## src/rtl/if_stage.sv

```systemverilog
// if_stage: instruction fetch, owns the PC and the IF/ID register.
// Optional perf counters (FetchCount/StallCount) under IF_PERF_CNT_EN.
package if_stage_pkg;
  typedef struct packed {
    logic [31:0] pc;
    logic [31:0] instr;
    logic        valid;
  } if_id_t;

  typedef enum logic [1:0] {
    BOOT  = 2'd0,
    RUN   = 2'd1,
    STALL = 2'd2
  } if_state_t;
endpackage

module if_stage
  import if_stage_pkg::*;
#(
  parameter logic [31:0] RESET_PC     = 32'd0,
  parameter logic [31:0] BUBBLE_INSTR = 32'd0,
  parameter int          CNT_WIDTH    = 32
) (
  input  logic                 clk,
  input  logic                 rst_n,
  input  logic                 Freeze,
  input  logic                 BranchTaken,
  input  logic [31:0]          BranchAddr,
  input  logic [31:0]          Instruction,
  output logic [31:0]          InstAddr,
  output logic [31:0]          IF_ID_PC,
  output logic [31:0]          IF_ID_Instr,
`ifdef IF_PERF_CNT_EN
  output logic [CNT_WIDTH-1:0] FetchCount,
  output logic [CNT_WIDTH-1:0] StallCount,
`endif
  output logic                 IF_ID_Valid
);

  localparam if_id_t BUBBLE = '{
    pc:    32'd0,
    instr: BUBBLE_INSTR,
    valid: 1'b0
  };

  if_state_t   state, state_n;
  logic [31:0] pc, pc_n, pc_inc;
  if_id_t      ifid, ifid_n;

  assign pc_inc      = pc + 32'd4;
  assign InstAddr    = pc;
  assign IF_ID_PC    = ifid.pc;
  assign IF_ID_Instr = ifid.instr;
  assign IF_ID_Valid = ifid.valid;

  always_comb begin
    state_n = state;
    pc_n    = pc;
    ifid_n  = ifid;
    unique case (state)
      BOOT: begin
        state_n = RUN;
        ifid_n  = BUBBLE;
      end
      RUN, STALL: begin
        unique case (1'b1)
          BranchTaken: begin
            state_n = RUN;
            pc_n    = {BranchAddr[31:2], 2'b00};
            ifid_n  = BUBBLE;
          end
          (!BranchTaken && Freeze): begin
            state_n = STALL;
          end
          (!BranchTaken && !Freeze): begin
            state_n = RUN;
            pc_n    = pc_inc;
            ifid_n  = '{pc: pc_inc, instr: Instruction, valid: 1'b1};
          end
          default: ;
        endcase
      end
      default: begin
        state_n = BOOT;
        ifid_n  = BUBBLE;
      end
    endcase
  end

  always_ff @(posedge clk or negedge rst_n) begin
    if (!rst_n) begin
      state <= BOOT;
      pc    <= RESET_PC;
      ifid  <= BUBBLE;
    end else begin
      state <= state_n;
      pc    <= pc_n;
      ifid  <= ifid_n;
    end
  end

`ifdef IF_PERF_CNT_EN
  logic active, fetch_inc, stall_inc;

  // BOOT neither fetches nor counts as a stall
  assign active    = (state != BOOT) && !BranchTaken;
  assign fetch_inc = active && !Freeze;
  assign stall_inc = active && Freeze;

  always_ff @(posedge clk or negedge rst_n) begin
    if (!rst_n) begin
      FetchCount <= '0;
      StallCount <= '0;
    end else begin
      if (fetch_inc && (FetchCount != '1))
        FetchCount <= FetchCount + 1'b1;
      if (stall_inc && (StallCount != '1))
        StallCount <= StallCount + 1'b1;
    end
  end
`endif

endmodule
```

## config.mk

```make
export PLATFORM = sky130hd
export DESIGN_NAME = if_stage
export DESIGN_NICKNAME = d
export VERILOG_FILES = /design/src/rtl/if_stage.sv
export SDC_FILE = /design/constraint.sdc
export NUM_CORES = 1
export LEC_CHECK = 0
export CAP_MARGIN = 10
export CELL_PAD_IN_SITES_DETAIL_PLACEMENT = 1
export CELL_PAD_IN_SITES_GLOBAL_PLACEMENT = 1
export CORE_UTILIZATION = 37
export DETAILED_ROUTE_END_ITERATION = 6
export MAX_ROUTING_LAYER = met4
export PLACE_DENSITY_LB_ADDON = 0.15
export SLEW_MARGIN = 20
export SYNTH_ARGS = -nofsm -noshare
export SYNTH_HDL_FRONTEND = slang
export SYNTH_SLANG_ARGS = --single-unit
```

## constraint.sdc

```tcl
create_clock -name clk -period 6.2 [get_ports clk]
set_input_delay 0.62 -clock clk [delete_from_list [all_inputs] [get_ports clk]]
set_output_delay 0.62 -clock clk [all_outputs]
set_load 0.02 [all_outputs]
```

==> Word level (Yosys, flattened, before mapping) <==
Cells that the tools add are included.
{ "word_totals": {"reg_bits": 99, "input_bits": 68, "out_inout_bits": 97, "elab_cells": 24} }
{ "op_classes": {"n_addsub": 1, "eq_ne": 4, "muxes": 5, "reduce_logical": 9} }
{ "op_table": {"columns": ["operator", "count"], "rows": [
  ["one-hot mux 65 bit (2 select lines)", 1],
  ["2-to-1 mux 65 bit", 1],
  ["one-hot mux 32 bit (2 select lines)", 1],
  ["adder 32 x 3 -> 32 bit (second input constant)", 1],
  ["one-hot mux 2 bit (2 select lines)", 2],
  ["!= test 3 bit (second input constant)", 2],
  ["OR reduction 2 bit", 2],
  ["== test 2 x 1 -> 1 bit (second input constant)", 1],
  ["== test 2 bit (second input constant)", 1],
  ["logical AND 1 bit", 2],
  ["logical NOT 1 bit", 2],
  ["logical NOT 2 bit", 1],
  ["AND reduction 2 bit", 1],
  ["nonzero test 2 bit", 1]
]} }

==> Logic depth before layout (Yosys ltp) <==
{ "depth": {"word_depth": 5, "ltp_mapped": 9, "mapped_depth_nobuf": 6} }

==> Least setup slack after synthesis <==
OpenSTA, ideal clock, no wires.
{ "synth_timing": {"path_type": "reg2reg", "start": "register pc[18], in the netlist InstAddr[18]", "end": "register pc[28], in the netlist InstAddr[28]", "setup_ps": 72, "arrival_time_ps": 2102, "t_required_ps": 6128, "slack_ps": 4026, "stages_incl_launch_ff": 8, "n_path_buf": 2, "synth_period_minus_slack_ps": 2174, "cell_sequence": "dfrtp_1 -> buf_2 -> and4_1 -> or4b_1 -> buf_4 -> nor4b_4 -> mux2_1 -> nor2_1"} }
{ "synth_via": {"elab_chain_len": 2} }
{ "synth_lines": {"columns": ["item", "line_no", "text"], "rows": [
  ["start: declaration", "47", "logic [31:0] pc, pc_n, pc_inc;"],
  ["start signal: assignment", "97", "pc <= pc_n;"],
  ["adder 32 x 3 -> 32 bit", "50", "assign pc_inc = pc + 32'd4;"],
  ["one-hot mux 32 bit (2 select lines)", "66", "unique case (1'b1)"]
]} }
No other way between the ends.
A chain may end at the register's enable or synchronous reset.

==> Worst setup path after layout <==
{ "layout_timing": {"start": "input BranchTaken", "end": "register ifid (netlist bit IF_ID_Instr[18])"} }
{ "layout_via": {"elab_chain_len": 4, "elab_cells_between_ends": 5, "classes_between": "eq/ne (1); mux (2); reduce/logical (2)"} }
{ "layout_lines": {"columns": ["item", "line_no", "text"], "rows": [
  ["start: declaration", "27", "input logic BranchTaken,"],
  ["logical NOT 1 bit", "75", "(!BranchTaken && !Freeze): begin"],
  ["logical AND 1 bit", "75", null],
  ["one-hot mux 65 bit (2 select lines)", "66", null],
  ["2-to-1 mux 65 bit", "60", "unique case (state)"],
  ["end signal: assignment", "98", "ifid <= ifid_n;"],
  ["end: declaration", "48", "if_id_t ifid, ifid_n;"]
]} }
Several ways; a longest one is shown, not always the timed one.

==> impl_metrics.tcl <==
set metrics [dict create \
    grt_pass1_vias 4525 \
    synth.distinct_cells 49 \
    htree_levels 3 \
    layout_setup_ws_ps 2830 \
    critPathKind "in2reg" \
    overflow 0 \
    design.die.area_um2 13600 \
    worstSetupStartpointType "input pin" \
    fin_util_pct 54.1 \
    rows 41 \
    ir_worst_vdd_mv 0.221 \
    drive_gt1_share_pct 5.49 \
    drt_wl_total_um 15600 \
    clock.fmax_ghz 0.297 \
    clkSinkCount 96 \
    worstMarginPinSlew_ps 1050 \
    cts_resized 0 \
    cellLeakagePower_nw 2.82 \
    die_h_um 117 \
    skew_ps 9.44 \
    r2r_start "state[0]" \
    syn_to_final_growth_pct 41.9 \
    p_per_area_nw_per_um2 457 \
    initial_core_util_pct 38.1 \
    synth_seq_area_share_pct 49.5 \
    tns_ps 0 \
    avgViaCountPerCell 5.52 \
    antenna_found_initial 0 \
    postRouteAntennaNets 0 \
    grt_pass1_wl_um 24700 \
    drt_iter0_drc 219 \
    final_common_cell "clkdlybuf4s50_1" \
    synthCells 498 \
    grt_start_max_net_pins 72 \
    stdcell_count 809 \
    avgSynthCellArea_um2 9.75 \
    rsz0062_at_grt "false" \
    critPathCaptureType "flip-flop" \
    clock_latency_ps 350 \
    pre_cts_ws_ps 1900 \
    final_nets 703 \
    dr_total_vias 4464 \
    holdBufCountCts 0 \
    clk_pin_slew_ps 70 \
    chipWidth_um 117 \
    clk_path_buf_depth 2 \
    ys.flop_type "dfrtp_1" \
    root_buffer "clkbuf_16" \
    status "finished clean" \
    final_hold_viol_count 0 \
    nFillCells 1434 \
    final-max-slew-violation-count 0 \
    ys_seq_elements 96 \
    finalCritPeriodShare_pct 54.4 \
    ioPinCount 165 \
    drt_first_pass_iters 4 \
    dpl_cell_area_um2 6530 \
    grt_use_total_pct 24.5 \
    io_buffers 160 \
    setup_viol 0 \
    crit_fanout 23 \
    critPathRequiredTime_ps 6480 \
    hold_path.class "in2async" \
    cp.arrival_ps 3650 \
    startpoint "BranchTaken" \
    drt-wirelength-per-cell_um 19.3 \
    drc 0 \
    async_flop_share_pct 100 \
    antenna_cells 0 \
    core_area_um2 12700 \
    place_congestion 0.799 \
    hold-worst-slack_ps 160 \
    cts_buffers 9 \
    final_cell_mix "159 x clkdlybuf4s50_1, 96 x dfrtp_1, 61 x nand2_1" \
    netlist_area_um2 4850 \
    dp_hpwl_um 10700 \
    dp.cells 792 \
    p_total_mw 3.14 \
    fin_area_um2 6890 \
    fin_crit_ps 3370 \
    cts_tree "built" \
    drv_cap 0 \
    yosys_warnings 0 \
    cts_setup_buffers 0 \
    synth-edff-count 0 \
    slew_headroom_pct 29.6 \
]
[critical path, cell delays in order]
cell	delay, ps
clkdlybuf4s50_1	870
inv_1	890
nand2_1	310
nor2_4	410
buf_4	340
a22o_1	200
[cells in the mapped netlist, drive strengths merged (7+ instances only)]
| library cell | count | area (µm²) |
|---|---|---|
| xnor2 | 15 | 131 |
| nor4 | 7 | 92.6 |
| nand2 | 61 | 229 |
| dfrtp | 96 | 2400 |
| a21oi | 24 | 120 |
| nor3 | 11 | 65.1 |
| inv | 8 | 30.0 |
| buf | 16 | 86.3 |
| o21ai | 38 | 190 |
| a22o | 33 | 289 |
| xor2 | 13 | 114 |
| clkbuf | 28 | 105 |
| nor2 | 26 | 97.6 |
| o22ai | 21 | 131 |
| nand3 | 18 | 100 |
| mux2i | 13 | 130 |
| and3 | 7 | 43.8 |
| nand4 | 16 | 106 |
[sequential cells by signal (all words and copies together) (netlist names)]
signal	cells
InstAddr	30
IF_ID_Instr	32
state	2
IF_ID_PC	31
IF_ID_Valid	1
[kinds of logic (layout without fill, tap and decap cells)]
family,after synthesis,in the layout,share of synthesized area (%)
flops,96,96,49.5
other cells,1,2,0.0773
buf+inv,52,190,4.56
mux,14,14,2.91
simple gates,166,166,18.5
xor+xnor,28,28,5.05
fa+ha+maj,3,3,0.773
compound gates,138,138,18.7
[layout make-up]
type	instances	area (µm²)	area share, %
flip-flops and latches	96	2400	34.9
multi-input cells	351	2250	32.6
repair buffers	166	1660	24.1
clock buffers	11	233	3.38
well taps	172	215	3.12
clock inverters	5	105	1.53
inverters	8	30.0	0.436
[routing by layer]
| layer | global-route usage [%] | part of all wire (%) | vias up |
|---|---|---|---|
| met2 | 39.5 | 48 | 131 |
| li1 | - | - | 2068 |
| met5 | - | 0 | - |
| met4 | 9.37 | 1.1 | 0 |
| met1 | 31.3 | 45 | 2253 |
| met3 | 3.58 | 5.6 | 12 |
[power breakdown]
| part | internal, mW | switching [mW] |
|---|---|---|
| Clock | 0.395 | 0.247 |
| Combinational | 0.623 | 0.773 |
| Sequential | 0.807 | 0.301 |
| Total | 1.82 | 1.32 |
[path summary, 6_finish.rpt]
path                                         to  depth (start not counted)  slack (ps)
worst max-delay path            IF_ID_Instr[18]                          6        2830
worst min-delay path            IF_ID_Instr[12]                          1         160
worst max register to register      InstAddr[8]                          6        3580
worst min register to register     IF_ID_PC[30]                          2         480
max in group asynchronous          IF_ID_PC[23]                          2        4770
min in group clk                   IF_ID_PC[30]                          2         480
No activity file was read; power rests on OpenSTA's default activity.
